**config.mk**
```make
export PLATFORM = sky130hd
export DESIGN_NAME = conv_layer_scheduler
export DESIGN_NICKNAME = d
export VERILOG_FILES = /design/src/rtl/conv_layer_scheduler.sv
export SDC_FILE = /design/constraint.sdc
export NUM_CORES = 1
export LEC_CHECK = 0
export CORE_ASPECT_RATIO = 0.75
export CORE_UTILIZATION = 44
export CTS_CLUSTER_DIAMETER = 40
export DETAILED_ROUTE_END_ITERATION = 10
export GPL_TIMING_DRIVEN = 0
export PLACE_DENSITY_LB_ADDON = 0.25
export RECOVER_POWER = 25
export SYNTH_ARGS = -nofsm -noshare
export SYNTH_HDL_FRONTEND = slang
export SYNTH_SLANG_ARGS = --single-unit
```
**constraint.sdc**
```tcl
create_clock -name clk -period 6.5 [get_ports clk]
set_clock_uncertainty 0.15 [all_clocks]
set_input_delay 1.3 -clock clk [delete_from_list [all_inputs] [get_ports clk]]
set_output_delay 1.3 -clock clk [all_outputs]
set_load 0.1 [all_outputs]
```
**src/rtl/conv_layer_scheduler.sv**
```systemverilog
// Layer-level sequencer for a single convolution engine: walks every filter,
// clears/starts the engine, counts output pixels and packs them into a linear buffer.
module conv_layer_scheduler #(
    parameter int unsigned numFilters         = 4,
    parameter int unsigned imageRow           = 220,
    parameter int unsigned imageColumn        = 170,
    parameter int unsigned filterRow          = 3,
    parameter int unsigned filterColumn       = 3,
    parameter int unsigned filterAddressWidth = 6,
    parameter int unsigned outAddressWidth    = 18,
    parameter int unsigned dataWidth          = 16,
    parameter int unsigned timeoutCycles      = 400000
) (
    input  logic                          clk,
    input  logic                          reset,
    input  logic                          layerStart,
    output logic                          layerBusy,
    output logic                          layerDone,
    output logic                          layerError,
    output logic [7:0]                    filterIndex,
    output logic                          convReset,
    output logic [filterAddressWidth-1:0] filterBaseAddr,
    output logic                          startConvolution,
    input  logic                          convDone_,
    input  logic                          fullConvDone,
    input  logic [dataWidth-1:0]          convDataIn,
    output logic                          outWrEn,
    output logic [outAddressWidth-1:0]    outWrAddr,
    output logic [dataWidth-1:0]          outWrData
);
    localparam int unsigned FAW   = filterAddressWidth;
    localparam int unsigned OAW   = outAddressWidth;
    localparam int unsigned P     = (imageRow - filterRow + 1) * (imageColumn - filterColumn + 1);
    localparam int unsigned FSIZE = filterRow * filterColumn;
    localparam int unsigned PCW   = $clog2(P + 1);
    localparam int unsigned WDW   = $clog2(timeoutCycles + 1);

    localparam logic [2:0] S_IDLE  = 3'd0;
    localparam logic [2:0] S_CLR   = 3'd1;
    localparam logic [2:0] S_START = 3'd2;
    localparam logic [2:0] S_RUN   = 3'd3;
    localparam logic [2:0] S_CHECK = 3'd4;
    localparam logic [2:0] S_NEXT  = 3'd5;
    localparam logic [2:0] S_DONE  = 3'd6;
    localparam logic [2:0] S_ERR   = 3'd7;

    logic [2:0]     state, state_nxt;
    logic [7:0]     filter_nxt;
    logic [PCW-1:0] pix_cnt, pix_nxt;
    logic [WDW-1:0] wd_cnt, wd_nxt;
    logic           wr_nxt;
    logic           busy_nxt;

    // Next-state, counter and write-request logic
    always_comb begin
        state_nxt  = state;
        filter_nxt = filterIndex;
        pix_nxt    = pix_cnt;
        wd_nxt     = wd_cnt;
        wr_nxt     = 1'b0;
        case (state)
            S_IDLE, S_DONE, S_ERR: begin
                if (layerStart) begin
                    state_nxt  = S_CLR;
                    filter_nxt = 8'd0;
                end
            end
            S_CLR: begin
                pix_nxt   = '0;
                state_nxt = S_START;
            end
            S_START: begin
                wd_nxt    = '0;
                state_nxt = S_RUN;
            end
            S_RUN: begin
                wd_nxt = (convDone_ || fullConvDone) ? '0 : wd_cnt + WDW'(1);
                // An extra pixel beyond P means the engine and layer geometry disagree
                if (convDone_ && pix_cnt == PCW'(P)) begin
                    state_nxt = S_ERR;
                end else begin
                    if (convDone_) begin
                        wr_nxt  = 1'b1;
                        pix_nxt = pix_cnt + PCW'(1);
                    end
                    if (fullConvDone) begin
                        state_nxt = S_CHECK;
                    end else if (!convDone_ && wd_cnt == WDW'(timeoutCycles - 1)) begin
                        state_nxt = S_ERR;
                    end
                end
            end
            S_CHECK: state_nxt = (pix_cnt == PCW'(P)) ? S_NEXT : S_ERR;
            S_NEXT: begin
                if (filterIndex == 8'(numFilters - 1)) begin
                    state_nxt = S_DONE;
                end else begin
                    filter_nxt = filterIndex + 8'd1;
                    state_nxt  = S_CLR;
                end
            end
            default: state_nxt = S_IDLE;
        endcase
    end

    assign busy_nxt = (state_nxt == S_CLR) || (state_nxt == S_START) || (state_nxt == S_RUN) ||
                      (state_nxt == S_CHECK) || (state_nxt == S_NEXT);

    // State, counters and registered outputs
    always_ff @(posedge clk or negedge reset) begin
        if (!reset) begin
            state            <= S_IDLE;
            pix_cnt          <= '0;
            wd_cnt           <= '0;
            filterIndex      <= 8'd0;
            layerBusy        <= 1'b0;
            layerDone        <= 1'b0;
            layerError       <= 1'b0;
            convReset        <= 1'b0;
            startConvolution <= 1'b0;
            filterBaseAddr   <= '0;
            outWrEn          <= 1'b0;
            outWrAddr        <= '0;
            outWrData        <= '0;
        end else begin
            state            <= state_nxt;
            pix_cnt          <= pix_nxt;
            wd_cnt           <= wd_nxt;
            filterIndex      <= filter_nxt;
            layerBusy        <= busy_nxt;
            layerDone        <= (state_nxt == S_DONE) && (state != S_DONE);
            layerError       <= (state_nxt == S_ERR);
            convReset        <= (state_nxt == S_CLR);
            startConvolution <= (state_nxt == S_START);
            if (state_nxt == S_CLR) begin
                filterBaseAddr <= FAW'(32'(filter_nxt) * FSIZE);
            end
            outWrEn <= wr_nxt;
            if (wr_nxt) begin
                outWrAddr <= OAW'(32'(filterIndex) * P + 32'(pix_cnt));
                outWrData <= convDataIn;
            end
        end
    end
endmodule

```
======== Yosys cells after proc, flatten, opt, wreduce, memory -nomap -nowiden ========
Cells that the tools add are included.
Widths: inputs -> output; s select.
word-level totals
  bits in registers ....................... 92
  output and inout bits ................... 54
  bits of input ports ..................... 21
cells by class
  reduce and logical (&&, ||, !) cells .... 14
  multipliers ............................. 2
  add/subtract/negate cells ............... 4
  eq/ne operators ......................... 20
  multiplexer cells ....................... 18
operators by type and width
  operator               count
  $pmux 19 s2            1
  $mux 16                2
  $pmux 16 s2            1
  $eq 3x3->1 const B     8
  $add 19x1->19 const B  1
  $eq 19x19->1 const B   1
  $mux 19                1
  $add 18x16->18         1
  $pmux 3 s6             1
  $add 16x1->16 const B  1
  $eq 16x16->1 const B   1
  $mux 8                 2
  $pmux 8 s2             1
  $mux 3                 5
  $mul 8x12->14 const B  1
  $eq 3x2->1 const B     4
  $add 8x1->8 const B    1
  $eq 8x2->1 const B     1
  $mul 8x4->6 const B    1
  $eq 3x1->1 const B     2
  $logic_or 1x1->1       5
  $ne 2x2->1 const B     2
  $reduce_bool 2->1      2
  $logic_and 1x1->1      3
  7 further kinds        9

======== Depth between registers and ports, before layout ========
  depth in word-level cells ............... 11
  depth in mapped cells ................... 19
  gate-level depth less buffers ........... 19

======== Least setup slack after synthesis ========
Ideal clock, no wire load.
  path kind ............................... register to register
  from .................................... register filterIndex[2]
  to ...................................... register outWrAddr[17]
  arrival ................................. 4.971 ns
  path slack .............................. 1.243 ns
  cell stages (with the launch flop) ...... 17
  cells stage by stage .................... dfrtp_1 > inv_1 > ha_1 > ha_1 > inv_1 > fa_1 > fa_1 > fa_1 > inv_1 > ha_1 > a211o_1 > o211a_1 > o21ai_0 > nand2b_1 > o311ai_0 > xnor2_1 > o21ai_0
between the ends
  word-level cells in the longest chain between the ends .. 2
ends and longest elaborated chain
  what                      RTL line  source
  start: declaration        20        output logic [7:0] filterIndex,
  start signal: assignment  129       filterIndex <= filter_nxt;
  $mul 8x12->14             140       outWrAddr <= OAW'(32'(filterIndex) * P + 32'(pix_cnt));
  $add 18x16->18            140
  end signal: assignment    140
  end: declaration          28        output logic [outAddressWidth-1:0] outWrAddr,
No other way between the ends.
A chain may end at the register's enable or synchronous reset.

======== Final worst setup path ========
Same ends and word-level chain as after synthesis.

==> implementation parameters <==
Parameter                              Value

Run status
  Outcome    finished, violations left
  Failing checks    capacitance limit, slew limit

Timing
  Number of setup violations in the final report    0
  Final Slew Violations    33
  Unrepaired setup endpoints after global routing    false
  Setup TNS after final layout    0 ns
  Fin worst setup slack    ~1.6 ns
  Clock period minus final worst setup slack    a little under 5 ns
  Worst-case headroom to the max-slew limit    -0.300
  Worst slew pin tran    between 1.5 and 2 ns
  Post-route clock period utilization    0.754
  Fmax    roughly 0.20 GHz
  Final Hold Fails    0

Die
  Die footprint    roughly 13000 sq um
  Die width    133 um
  Site row count    35
  Initial core utilization    0.456
  # IOs    75
  Standard cell core area    approximately 12000 sq um
  Chip Height    100 um

Clock tree
  Deepest level of the CTS H-tree    3
  Post-CTS Hold Fix Bufs    0
  Maximum clock insertion buffer count    2
  Sinks on the clock net    between 90 and 100
  Buffer count from post-CTS setup fixing    0
  Register clock-pin slew on the reported worst setup and hold paths    around 0.070 ns
  Worst-Skew Late Latency    ~0.34 ns
  Root cell of the clock tree    sky130_fd_sc_hd__clkbuf_16
  Cts bufs inserted    9
  Number of cells upsized or downsized after cts    0
  TritonCTS clock tree    done

Worst setup path
  Category of the worst setup path capture point    register
  Critical Setup Path Class    reg2reg
  Worst stage delay on the critical path    0.57 ns
  Crit path max fanout    9
  Buffers plus inverters on the worst setup path    3
  Stages on worst setup path    16
  Kind of start point of the critical path    register
  Arr. time, crit path    4.96 ns
  Cell-by-cell listing of the critical path    inv_1, ha_1, ha_1, inv_1, fa_1, fa_1, fa_1, inv_1, ha_1, a211o_1, o211a_1, o21ai_0, nand2b_1, o311ai_0, xnor2_1, o21ai_0
  Required time at the worst-slack endpoint    between 6 and 7 ns
  Largest delay share family, worst path    adder cells
  Reg2reg path depth    16
  CP max-delay cell    sky130_fd_sc_hd__dfrtp_1

Layout
  Number of cells in the finished layout apart from fillers    between 800 and 900
  Most frequent cells in the layout    sky130_fd_sc_hd__nand2_1, sky130_fd_sc_hd__dfrtp_1, sky130_fd_sc_hd__clkdlybuf4s50_1
  Most common cell after layout, fill and taps aside    sky130_fd_sc_hd__nand2_1
  Signed area change from the synthesized netlist to the final layout    22.5%
  NumNets Final    796
  Design Area, Final    around 6900 sq um
  Number of diodes added for antenna fixing    0
  Fraction of layout instances using a drive strength above 1    0.0376

Global routing
  Via count of the first global-routing pass    about 4600
  Total Routing Usage GR    0.207
  Antenna violations before repair    0
  Grt met2 use    0.329
  Global-route track usage on met3    0.0540
  Total global routing overflow    0
  Largest net degree at the start of global routing    between 60 and 70
  Global routing usage on met1    0.277
  Most heavily used metal layer in global routing    met2
  Wire length of the first global-routing pass    between 20000 and 25000 um

Synthesis
  Nets in the synthesized netlist    slightly above 700
  Gate count after technology mapping    approximately 630
  Number of flops mapped to enable cells by yosys    0
  Count of unique library cells instantiated by Yosys    53
  Flops & latches, synth    92
  Yosys warning total    0
  Proportion of synthesized flip-flops having asynchronous set or reset    1.00
  Share of synthesized area occupied by flip-flops and latches    0.406
  Post-synthesis instance area    5670 sq um
  Synthesized area divided by synthesized cell count    between 9 and 10 sq um
  Main synth FF type    sky130_fd_sc_hd__dfrtp_1

Flow run
  Total of max-cap violations    1

Worst hold path
  Min-Delay Path Class    reg2reg
  Number of stages on the worst hold path    2

Placement
  Placed Area    approximately 6600 sq um
  HPWL after DPL    9580 um
  PortBufs    74
  Number of placed cells counting well taps    868
  Placer Congestion    between 0.8 and 0.9
  Worst slack after detailed placement    1.59 ns

Route
  Detailed-route vias per instance    5.17
  Detail-routed net length per standard cell    about 15 um
  Total DRC errors in the routed layout    0
  Post-route ant nets    0
  Initial detailed-routing violation count    about 200
  Number of search-and-repair iterations in the first detailed-routing pass    4
  Post-detailed-routing wire length    ~13000 um
  Count of vias placed by the detailed router    ~4600

Power
  Leak pwr    ~3.3 nW
  Worst vdd ir    between 0.0003 and 0.0004 V
  Total power divided by cell area    426 nW/um^2
## flip-flops by register name, indices dropped and copies added (netlist names), 3 cells and up, named ones only
| register | flops |
|---|---|
| outWrAddr | 18 |
| filterBaseAddr | 6 |
| filterIndex | 6 |
| state | 3 |
| outWrData | 16 |
| pix_cnt | 16 |
| wd_cnt | 19 |
## final timing paths
| check | from | to | slack, ns |
|---|---|---|---|
| hold reg to reg | outWrData[1] | outWrData[1] | 0.33 |
| setup / recovery | filterIndex[2] | outWrAddr[17] | 1.60 |
| max in group asynchronous | reset | convReset | 3.73 |
| min in group asynchronous | reset | outWrAddr[17] | 1.34 |
| setup reg to reg | filterIndex[2] | outWrAddr[17] | 1.60 |
| hold / removal | outWrData[1] | outWrData[1] | 0.33 |
## synth_stat cells, types with 4 or more instances
cell	count	share of area
sky130_fd_sc_hd__nand2_1	129	0.085
sky130_fd_sc_hd__dfrtp_1	92	0.41
sky130_fd_sc_hd__o21ai_0	64	0.057
sky130_fd_sc_hd__inv_1	49	0.032
sky130_fd_sc_hd__ha_1	46	0.10
sky130_fd_sc_hd__nor2_1	35	0.023
sky130_fd_sc_hd__a21oi_1	22	0.019
sky130_fd_sc_hd__xor2_1	22	0.034
sky130_fd_sc_hd__fa_1	16	0.057
sky130_fd_sc_hd__xnor2_1	16	0.025
sky130_fd_sc_hd__clkbuf_1	15	0.0099
sky130_fd_sc_hd__nand3_1	14	0.012
sky130_fd_sc_hd__nand4_1	12	0.013
sky130_fd_sc_hd__nand2b_1	10	0.011
sky130_fd_sc_hd__and3_1	8	0.0088
sky130_fd_sc_hd__nor3_1	5	0.0044
sky130_fd_sc_hd__or3_1	5	0.0055
sky130_fd_sc_hd__and2_1	4	0.0044
sky130_fd_sc_hd__o31ai_1	4	0.0053
## layer usage
metal	part of all wire	vias to the layer above
met1	0.48	2165
met4	0.0098	0
met3	0.056	9
li1	-	2284
met2	0.46	113
met5	0	-
## area by class of cell
class | instances | area, sq um
Sequential cell | 92 | 2300
Fill cell | 1176 | 5490
Inverter | 49 | 184
Timing Repair Buffer | 75 | 762
Tap cell | 166 | 208
Clock inverter | 6 | 68.8
Clock buffer | 10 | 239
Multi-Input combinational cell | 466 | 3090
Buffer | 20 | 97.6
## logic make-up after synthesis
family | Yosys count | share of synthesized area
AO/OA/AOI/OAI | 121 | 0.127
XOR/XNOR | 38 | 0.0587
adder cells (fa/ha/maj) | 62 | 0.158
buffers and inverters | 69 | 0.0497
flip-flops | 92 | 0.406
multiplexers | 1 | 0.00199
AND/OR/NAND/NOR | 244 | 0.199
## per-stage QoR
stage	total power [mW]	util	hold slack, ns
after floorplan	2.02	-	0.295
after global placement	2.40	0.532	0.308
after detailed placement	2.43	0.534	0.312
after CTS	2.99	0.559	0.328
after global routing	3.11	0.559	0.354
final	2.96	0.559	0.326
## worst min-delay path, cell delays in order (launching register included)
cell                      delay (ns)
sky130_fd_sc_hd__dfrtp_1        0.35
sky130_fd_sc_hd__nand2_1        0.05
sky130_fd_sc_hd__nand2_1        0.05
## power by group
part | leakage (nW) | switching, mW | internal [mW]
Clock | 0.150 | 0.235 | 0.312
Sequential | 1.24 | 0.0825 | 0.702
Combinational | 1.91 | 1.24 | 0.390
Note: power is estimated with default switching activity, not from simulation.
